### src/rtl/crc_decoding.sv
// USB-style packet decoder: classifies the PID, captures token/data fields
// and checks CRC5/CRC16 residuals, reporting one result strobe per packet.
module crc_decoding (
  input  logic        clk,
  input  logic        rst_b,
  input  logic        bIn,
  input  logic        bInValid,
  input  logic        pktStart,
  input  logic        pktEnd,
  output logic [3:0]  pid,
  output logic [6:0]  addr,
  output logic [3:0]  endp,
  output logic [63:0] data,
  output logic [1:0]  pktType,
  output logic        pktDone,
  output logic        pktOk,
  output logic        errPid,
  output logic        errLen,
  output logic        errCrc,
  output logic        busy
);

  typedef enum logic [2:0] {IDLE, PID, BODY, DRAIN, DONE} state_t;

  state_t      state_reg, state_next;
  logic [7:0]  pid_sr_reg, pid_sr_next;
  logic [2:0]  pid_cnt_reg, pid_cnt_next;
  logic [6:0]  cnt_reg, cnt_next;
  logic [6:0]  exp_reg, exp_next;
  logic [1:0]  type_reg, type_next;
  logic [4:0]  crc5_reg, crc5_next;
  logic [15:0] crc16_reg, crc16_next;
  logic        err_pid_reg, err_pid_next;
  logic        err_len_reg, err_len_next;
  logic [10:0] tok_reg, tok_next;
  logic [63:0] data_reg, data_next;
  logic [7:0]  pid_byte;
  logic        pid_known;
  logic        load_out;
  logic        len_final, crc_bad, crc_final;

  always_comb begin
    state_next   = state_reg;
    pid_sr_next  = pid_sr_reg;
    pid_cnt_next = pid_cnt_reg;
    cnt_next     = cnt_reg;
    exp_next     = exp_reg;
    type_next    = type_reg;
    crc5_next    = crc5_reg;
    crc16_next   = crc16_reg;
    err_pid_next = err_pid_reg;
    err_len_next = err_len_reg;
    tok_next     = tok_reg;
    data_next    = data_reg;
    pid_byte     = {bIn, pid_sr_reg[7:1]};
    pid_known    = 1'b0;

    if (pktStart) begin
      state_next   = PID;
      pid_cnt_next = 3'd0;
      cnt_next     = 7'd0;
      exp_next     = 7'd0;
      type_next    = 2'b11;
      crc5_next    = 5'b11111;
      crc16_next   = 16'hFFFF;
      err_pid_next = 1'b0;
      err_len_next = 1'b0;
      tok_next     = '0;
      data_next    = '0;
    end else begin
      case (state_reg)
        PID: begin
          if (bInValid) begin
            pid_sr_next  = pid_byte;
            pid_cnt_next = pid_cnt_reg + 3'd1;
            if (pid_cnt_reg == 3'd7) begin
              case (pid_byte[3:0])
                4'b0001, 4'b1001, 4'b1101: begin pid_known = 1'b1; type_next = 2'b01; exp_next = 7'd16; end
                4'b0011, 4'b1011:          begin pid_known = 1'b1; type_next = 2'b10; exp_next = 7'd80; end
                4'b0010, 4'b1010, 4'b1110: begin pid_known = 1'b1; type_next = 2'b00; exp_next = 7'd0;  end
                default:                   pid_known = 1'b0;
              endcase
              if (!pid_known || (pid_byte[3:0] != ~pid_byte[7:4])) begin
                err_pid_next = 1'b1;
                type_next    = 2'b11;
                exp_next     = 7'd0;
                state_next   = DRAIN;
              end else begin
                state_next = BODY;
              end
            end
          end
          // A PID completed by the same-cycle bit is not a truncated PID
          if (pktEnd) begin
            state_next = DONE;
            if (!(bInValid && pid_cnt_reg == 3'd7))
              err_len_next = 1'b1;
          end
        end
        BODY: begin
          if (bInValid) begin
            if (cnt_reg < exp_reg) begin
              if (type_reg == 2'b01) begin
                crc5_next = {crc5_reg[3:0], 1'b0} ^ ({5{crc5_reg[4] ^ bIn}} & 5'b00101);
                if (cnt_reg < 7'd11)
                  tok_next[cnt_reg[3:0]] = bIn;
              end else begin
                crc16_next = {crc16_reg[14:0], 1'b0} ^ ({16{crc16_reg[15] ^ bIn}} & 16'h8005);
                if (cnt_reg < 7'd64)
                  data_next[cnt_reg[5:0]] = bIn;
              end
            end else begin
              err_len_next = 1'b1;
            end
            if (cnt_reg != 7'd127)
              cnt_next = cnt_reg + 7'd1;
          end
          if (pktEnd)
            state_next = DONE;
        end
        DRAIN: if (pktEnd) state_next = DONE;
        DONE:  state_next = IDLE;
        default: state_next = IDLE;
      endcase
    end

    // Result is resolved on the pktEnd edge so it is valid alongside pktDone
    load_out  = (state_next == DONE);
    len_final = err_len_next | (cnt_next != exp_next);
    case (type_next)
      2'b01:   crc_bad = (crc5_next != 5'b01100);
      2'b10:   crc_bad = (crc16_next != 16'h800D);
      default: crc_bad = 1'b0;
    endcase
    crc_final = crc_bad & ~err_pid_next & ~len_final;
  end

  always_ff @(posedge clk or negedge rst_b) begin
    if (!rst_b) begin
      state_reg   <= IDLE;
      pid_sr_reg  <= '0;
      pid_cnt_reg <= '0;
      cnt_reg     <= '0;
      exp_reg     <= '0;
      type_reg    <= '0;
      crc5_reg    <= 5'b11111;
      crc16_reg   <= 16'hFFFF;
      err_pid_reg <= 1'b0;
      err_len_reg <= 1'b0;
      tok_reg     <= '0;
      data_reg    <= '0;
      pid         <= '0;
      addr        <= '0;
      endp        <= '0;
      data        <= '0;
      pktType     <= '0;
      pktOk       <= 1'b0;
      errPid      <= 1'b0;
      errLen      <= 1'b0;
      errCrc      <= 1'b0;
    end else begin
      state_reg   <= state_next;
      pid_sr_reg  <= pid_sr_next;
      pid_cnt_reg <= pid_cnt_next;
      cnt_reg     <= cnt_next;
      exp_reg     <= exp_next;
      type_reg    <= type_next;
      crc5_reg    <= crc5_next;
      crc16_reg   <= crc16_next;
      err_pid_reg <= err_pid_next;
      err_len_reg <= err_len_next;
      tok_reg     <= tok_next;
      data_reg    <= data_next;
      if (load_out) begin
        pid     <= pid_sr_next[3:0];
        addr    <= tok_next[6:0];
        endp    <= tok_next[10:7];
        data    <= data_next;
        pktType <= type_next;
        errPid  <= err_pid_next;
        errLen  <= len_final;
        errCrc  <= crc_final;
        pktOk   <= ~(err_pid_next | len_final | crc_final);
      end
    end
  end

  assign pktDone = (state_reg == DONE);
  assign busy    = (state_reg != IDLE);

endmodule

### config.mk
export PLATFORM = sky130hd
export DESIGN_NAME = crc_decoding
export DESIGN_NICKNAME = d
export VERILOG_FILES = /design/src/rtl/crc_decoding.sv
export SDC_FILE = /design/constraint.sdc
export NUM_CORES = 1
export LEC_CHECK = 0
export CAP_MARGIN = 25
export CORE_MARGIN = 4
export CORE_UTILIZATION = 55
export DETAILED_ROUTE_END_ITERATION = 10
export GPL_TIMING_DRIVEN = 0
export PLACE_DENSITY_LB_ADDON = 0.25
export SLEW_MARGIN = 10
export SYNTH_ARGS = -nofsm -noshare
export SYNTH_HDL_FRONTEND = slang
export SYNTH_SLANG_ARGS = --single-unit
### constraint.sdc
create_clock -name clk -period 7.4 [get_ports clk]
set_input_delay 1.11 -clock clk [delete_from_list [all_inputs] [get_ports clk]]
set_output_delay 1.11 -clock clk [all_outputs]
set_load 0.01 [all_outputs]
# --- After elaboration in Yosys (flattened, before gate mapping) ---
# Index checks and enable logic that the tools add are counted.
classes:
  reduce_logical: 15
  order_cmp: 7
  add_sub_neg: 2
  muxes: 74
  bitwise: 14
  eq_ne: 22
op_table:
  columns: ["operator", "count"]
  rows:
  - ["$mux W64", 6]
  - ["$mux W16", 5]
  - ["$mux W11", 6]
  - ["$bwmux W64", 1]
  - ["$mux W7", 9]
  - ["$mux W5", 5]
  - ["$mux W3", 8]
  - ["$pmux W7 S3", 1]
  - ["$eq A4 B4 Y1 const B", 5]
  - ["$mux W1", 18]
  - ["$ne A16 B16 Y1 const B", 1]
  - ["$xor A16 B16 Y16", 1]
  - ["$mux W4", 3]
  - ["$bwmux W11", 1]
  - ["$mux W2", 5]
  - ["$eq A3 B3 Y1 const B", 3]
  - ["$eq A4 B2 Y1 const B", 2]
  - ["$reduce_or A8 Y1", 1]
  - ["$add A7 B1 Y7 const B", 1]
  - ["$lt A6 B7 Y1 const B", 1]
  - ["$lt A7 B4 Y1 const B", 1]
  - ["$lt A7 B7 Y1", 1]
  - ["$lt A7 B7 Y1 const B", 1]
  - ["$ne A7 B7 Y1", 1]
  - ["other kinds (32)", 47]
word_totals:
  in_bits: 6
  elab_cells: 156
  output_inout_bits: 87
  register_bits: 213

# --- Longest topological paths before layout ---
logic_depth:
  word_depth: 20
  mapped_depth: 12
  depth_no_buf: 12

# --- Worst setup path before layout ---
# No wires, ideal clock.
synth_timing:
  kind: "input to register"
  start: "input bIn"
  end: "register errCrc"
  arrival_time_ns: 3.278
  setup_slack_ns: 4.027
  setup_ns: 0.095
  cell_stages: 9
  required_time_ns: 7.305
  path_buffers: 1
  path_cell_list: "clkbuf_1 mux2i_1 a211oi_1 a21oi_1 a211oi_1 inv_1 ha_1 o32a_1 o31ai_1"
synth_via:
  elab_chain_len: 12
  word_cells_on_any_way: 50
  cone_classes: "eq/ne: 7; mux: 32; bitwise: 10; reduce/logical: 1"
synth_rtl:
  columns: ["item", "line", "text"]
  rows:
  - ["start: declaration", "6", "input logic bIn,"]
  - ["$not A4 Y4 *", "83", "if (!pid_known || (pid_byte[3:0] != ~pid_byte[7:4])) begin"]
  - ["$ne A4 B4 Y1 *", "83", null]
  - ["$logic_or A1 B1 Y1 *", "83", null]
  - ["$mux W2 *", "83", null]
  - ["$mux W2 *", "76", "if (pid_cnt_reg == 3'd7) begin"]
  - ["$mux W2 *", "73", "if (bInValid) begin"]
  - ["$mux W2 *", "71", "case (state_reg)"]
  - ["$mux W2 *", "58", "if (pktStart) begin"]
  - ["via type_next[0]", "30", "logic [1:0] type_reg, type_next;"]
  - ["$eq A2 B2 Y1 / $eq A2 B1 Y1 (equally long branches)", "130", "case (type_next)"]
  - ["$pmux W1 S2 *", "130", null]
  - ["$and A1 B1 Y1 * (2 in series)", "135", "crc_final = crc_bad & ~err_pid_next & ~len_final;"]
  - ["end signal: assignment", "182", "errCrc <= crc_final;"]
  - ["end: declaration", "19", "output logic errCrc,"]
# The timed path passes the listed nets; every way through them passes the cells marked *.
# A chain may end at the register's enable or synchronous reset.

# --- Worst setup path in the final report ---
# Ends and elaborated chain as after synthesis.

==> impl_metrics.py <==
metrics = {
    "cells_and_area": {
        "antennaDiodeCount": 0,
        "largest_reg_flops": 128,
        "layout-drive-gt1-share": 0.0896,
        "finalNonFillerCells": 1292,
        "fin_nets": 1075,
        "final_area_sq_um": 11500,
        "areaGrowthSynthToFinish_pct": 21.3,
    },
    "power_and_ir_drop": {
        "powerDensity_nw_per_um2": 226,
        "finalPower_mw": 2.61,
        "p_leak_nw": 5.16,
        "vdd_drop_max_mv": 0.158,
    },
    "route": {
        "vias": 7378,
        "drt_pass1_iterations": 4,
        "drt-total-wl_mm": 24.4,
        "via_per_inst": 5.71,
        "drc_errors": 0,
        "drt_iter0_drc": 664,
        "ant_nets": 0,
        "avgRoutedWirePerCell_um": 18.9,
    },
    "timing": {
        "slew_headroom": 0.351,
        "rsz0062_at_grt": "false",
        "setup-violations-final": 0,
        "clock_skew_ps": 12.4,
        "hold_viol": 0,
        "fmax_mhz": 248,
        "post-route-period-util": 0.545,
        "finalCriticalPeriod_ps": 4030,
        "tightest_slew_ps": 968,
        "report.final.slew_viol_count": 0,
    },
    "setup_path": {
        "critPathKind": "input pin to register",
        "start_kind": "input pin",
        "cp.arrival_ps": 4440,
        "r2r_cells": 10,
        "cp-end-kind": "register",
        "cp_max_fo": 8,
        "critical_path_required_ps": 7800,
    },
    "synthesis": {
        "synth.yosys.seq_area_share": 0.563,
        "synth_cell_type_count": 63,
        "synth_seq_cells": 213,
        "synth_flop_cell": "dfrtp_1",
        "synth_cells": 937,
        "synthesis.nets": 957,
        "synth_edf_count": 0,
        "yosysTopAreaCellShare": 0.505,
        "synth.avg_cell_area_sq_um": 10.2,
        "synth_area_leaders": "dfrtp_1, mux2i_1, nand2_1",
        "synth_top_area_cell": "dfrtp_1",
        "yosys-top-cells-count": "dfrtp_1, nand2_1, nor2_1, mux2i_1, o21ai_0",
        "async_flop_share": 1.00,
        "synth.most_common_cell": "dfrtp_1",
        "yosys_warnings": 0,
        "syn-cell-area_sq_um": 9520,
    },
    "grt": {
        "grt.overflow.total": 0,
        "antenna_found_initial": 0,
        "grt_pass1_wl_mm": 40.0,
        "grt_max_degree": 89,
        "grt_usage": 0.253,
        "grt_pass1_vias": 7519,
    },
    "clock_tree": {
        "root_buffer": "clkbuf_16",
        "cts.clk_slew.worst_paths_ps": 60,
        "htree_levels": 1,
        "numCtsBuffers": 23,
        "cts.sinks": 213,
        "clock_path_buffers": 3,
        "cts_resized": 0,
        "clk-insertion-delay-late_ps": 500,
        "cts_tree": "done",
        "cts_hold_buf": 0,
        "postCtsSetupRepairBufs": 0,
    },
    "floorplanning": {
        "core_area_sq_um": 16800,
        "die_y_um": 140,
        "die_w_um": 140,
        "start_util": 0.568,
        "rows": 47,
        "die_area_sq_um": 19500,
        "io_pins": 93,
    },
    "placement": {
        "dpl.hpwl_mm": 16.3,
        "placed_cells": 1250,
        "dpl_cell_area_sq_um": 10800,
        "gp_congestion": 0.915,
        "port_buffers": 90,
    },
    "worst_hold_path": {
        "min_path_type": "register to register",
        "min_path_cells": 2,
    },
    "flow_run": {
        "cap_violations": 0,
    },
    "outcome": {
        "status": "finished, final reports clean",
    },
}
[critical path: stages]
cell,delay (ps)
clkbuf_1,500
mux2i_1,160
a211oi_1,780
a21oi_1,140
a211oi_1,680
inv_1,140
ha_1,340
nand2b_1,170
o32a_1,170
o31ai_1,230
[cell type report]
cell class / count / area [sq um]
Clock inverter: 13 / 154
Fill cell: 1279 / 5210
Multi-Input combinational cell: 648 / 3870
Tap cell: 220 / 275
Clock buffer: 29 / 628
Timing Repair Buffer: 93 / 968
Inverter: 17 / 63.8
Sequential cell: 213 / 5360
Buffer: 59 / 233
[cell usage in the layout, fill, tap and decap left out, types with 9 or more instances in the layout]
cell type and count:
dfrtp_1 192, nand2_1 152, nor2_1 138, clkdlybuf4s50_1 89, mux2i_1 80, o21ai_0 79, clkbuf_1 52, nor2b_1 27
clkbuf_16 23, dfstp_2 21, a21oi_1 17, inv_1 16, a211o_1 16, ha_1 14, nor3_1 9, mux2_2 9
[kinds of logic after synthesis]
family                     count (synthesis)  share of synthesized area
muxes                                     90                     0.0963
buffers and inverters                     76                     0.0311
DFF                                      213                      0.563
and+or+nand+nor                          382                      0.182
adders and majority gates                 14                     0.0184
xor gates and xnor gates                  11                     0.0101
AOI/OAI and AO/OA                        151                     0.0993
[per-stage QoR]
| stage | setup slack (ps) | setup TNS, ps | hold WS, ps | util |
|---|---|---|---|---|
| after detailed placement | 2910 | 0 | 466 | 0.642 |
| after CTS | 3420 | 0 | 483 | 0.689 |
| after global placement | -3560 | -697950 | 460 | 0.638 |
| after global routing | 3230 | 0 | 494 | 0.689 |
| final | 3370 | 0 | 476 | 0.689 |
| after floorplan | 4030 | 0 | 460 | - |
[report_power, final]
group | switching (mW) | total [mW] | internal (mW)
combinational | 0.117 | 0.196 | 0.0789
sequential | 0.0312 | 1.23 | 1.20
clock | 0.469 | 1.18 | 0.710
[worst paths after layout]
path,slack [ps],start,endpoint
setup / recovery,3370,bIn,errCrc
hold / removal,480,addr[3],addr[3]
setup reg to reg,3840,pid_sr_reg[2],errCrc
hold reg to reg,480,addr[3],addr[3]
max in group asynchronous,6140,rst_b,data_reg[45]
min in group asynchronous,520,rst_b,state_reg[1]
[per-layer routing]
layer	vias up	wire [um]	GRT usage
met4	0	591	0.0668
met1	3662	10700	0.360
li1	3398	-	-
met2	275	11400	0.403
met5	-	0	0
met3	43	1800	0.0491
No activity file was read; power rests on OpenSTA's default activity.
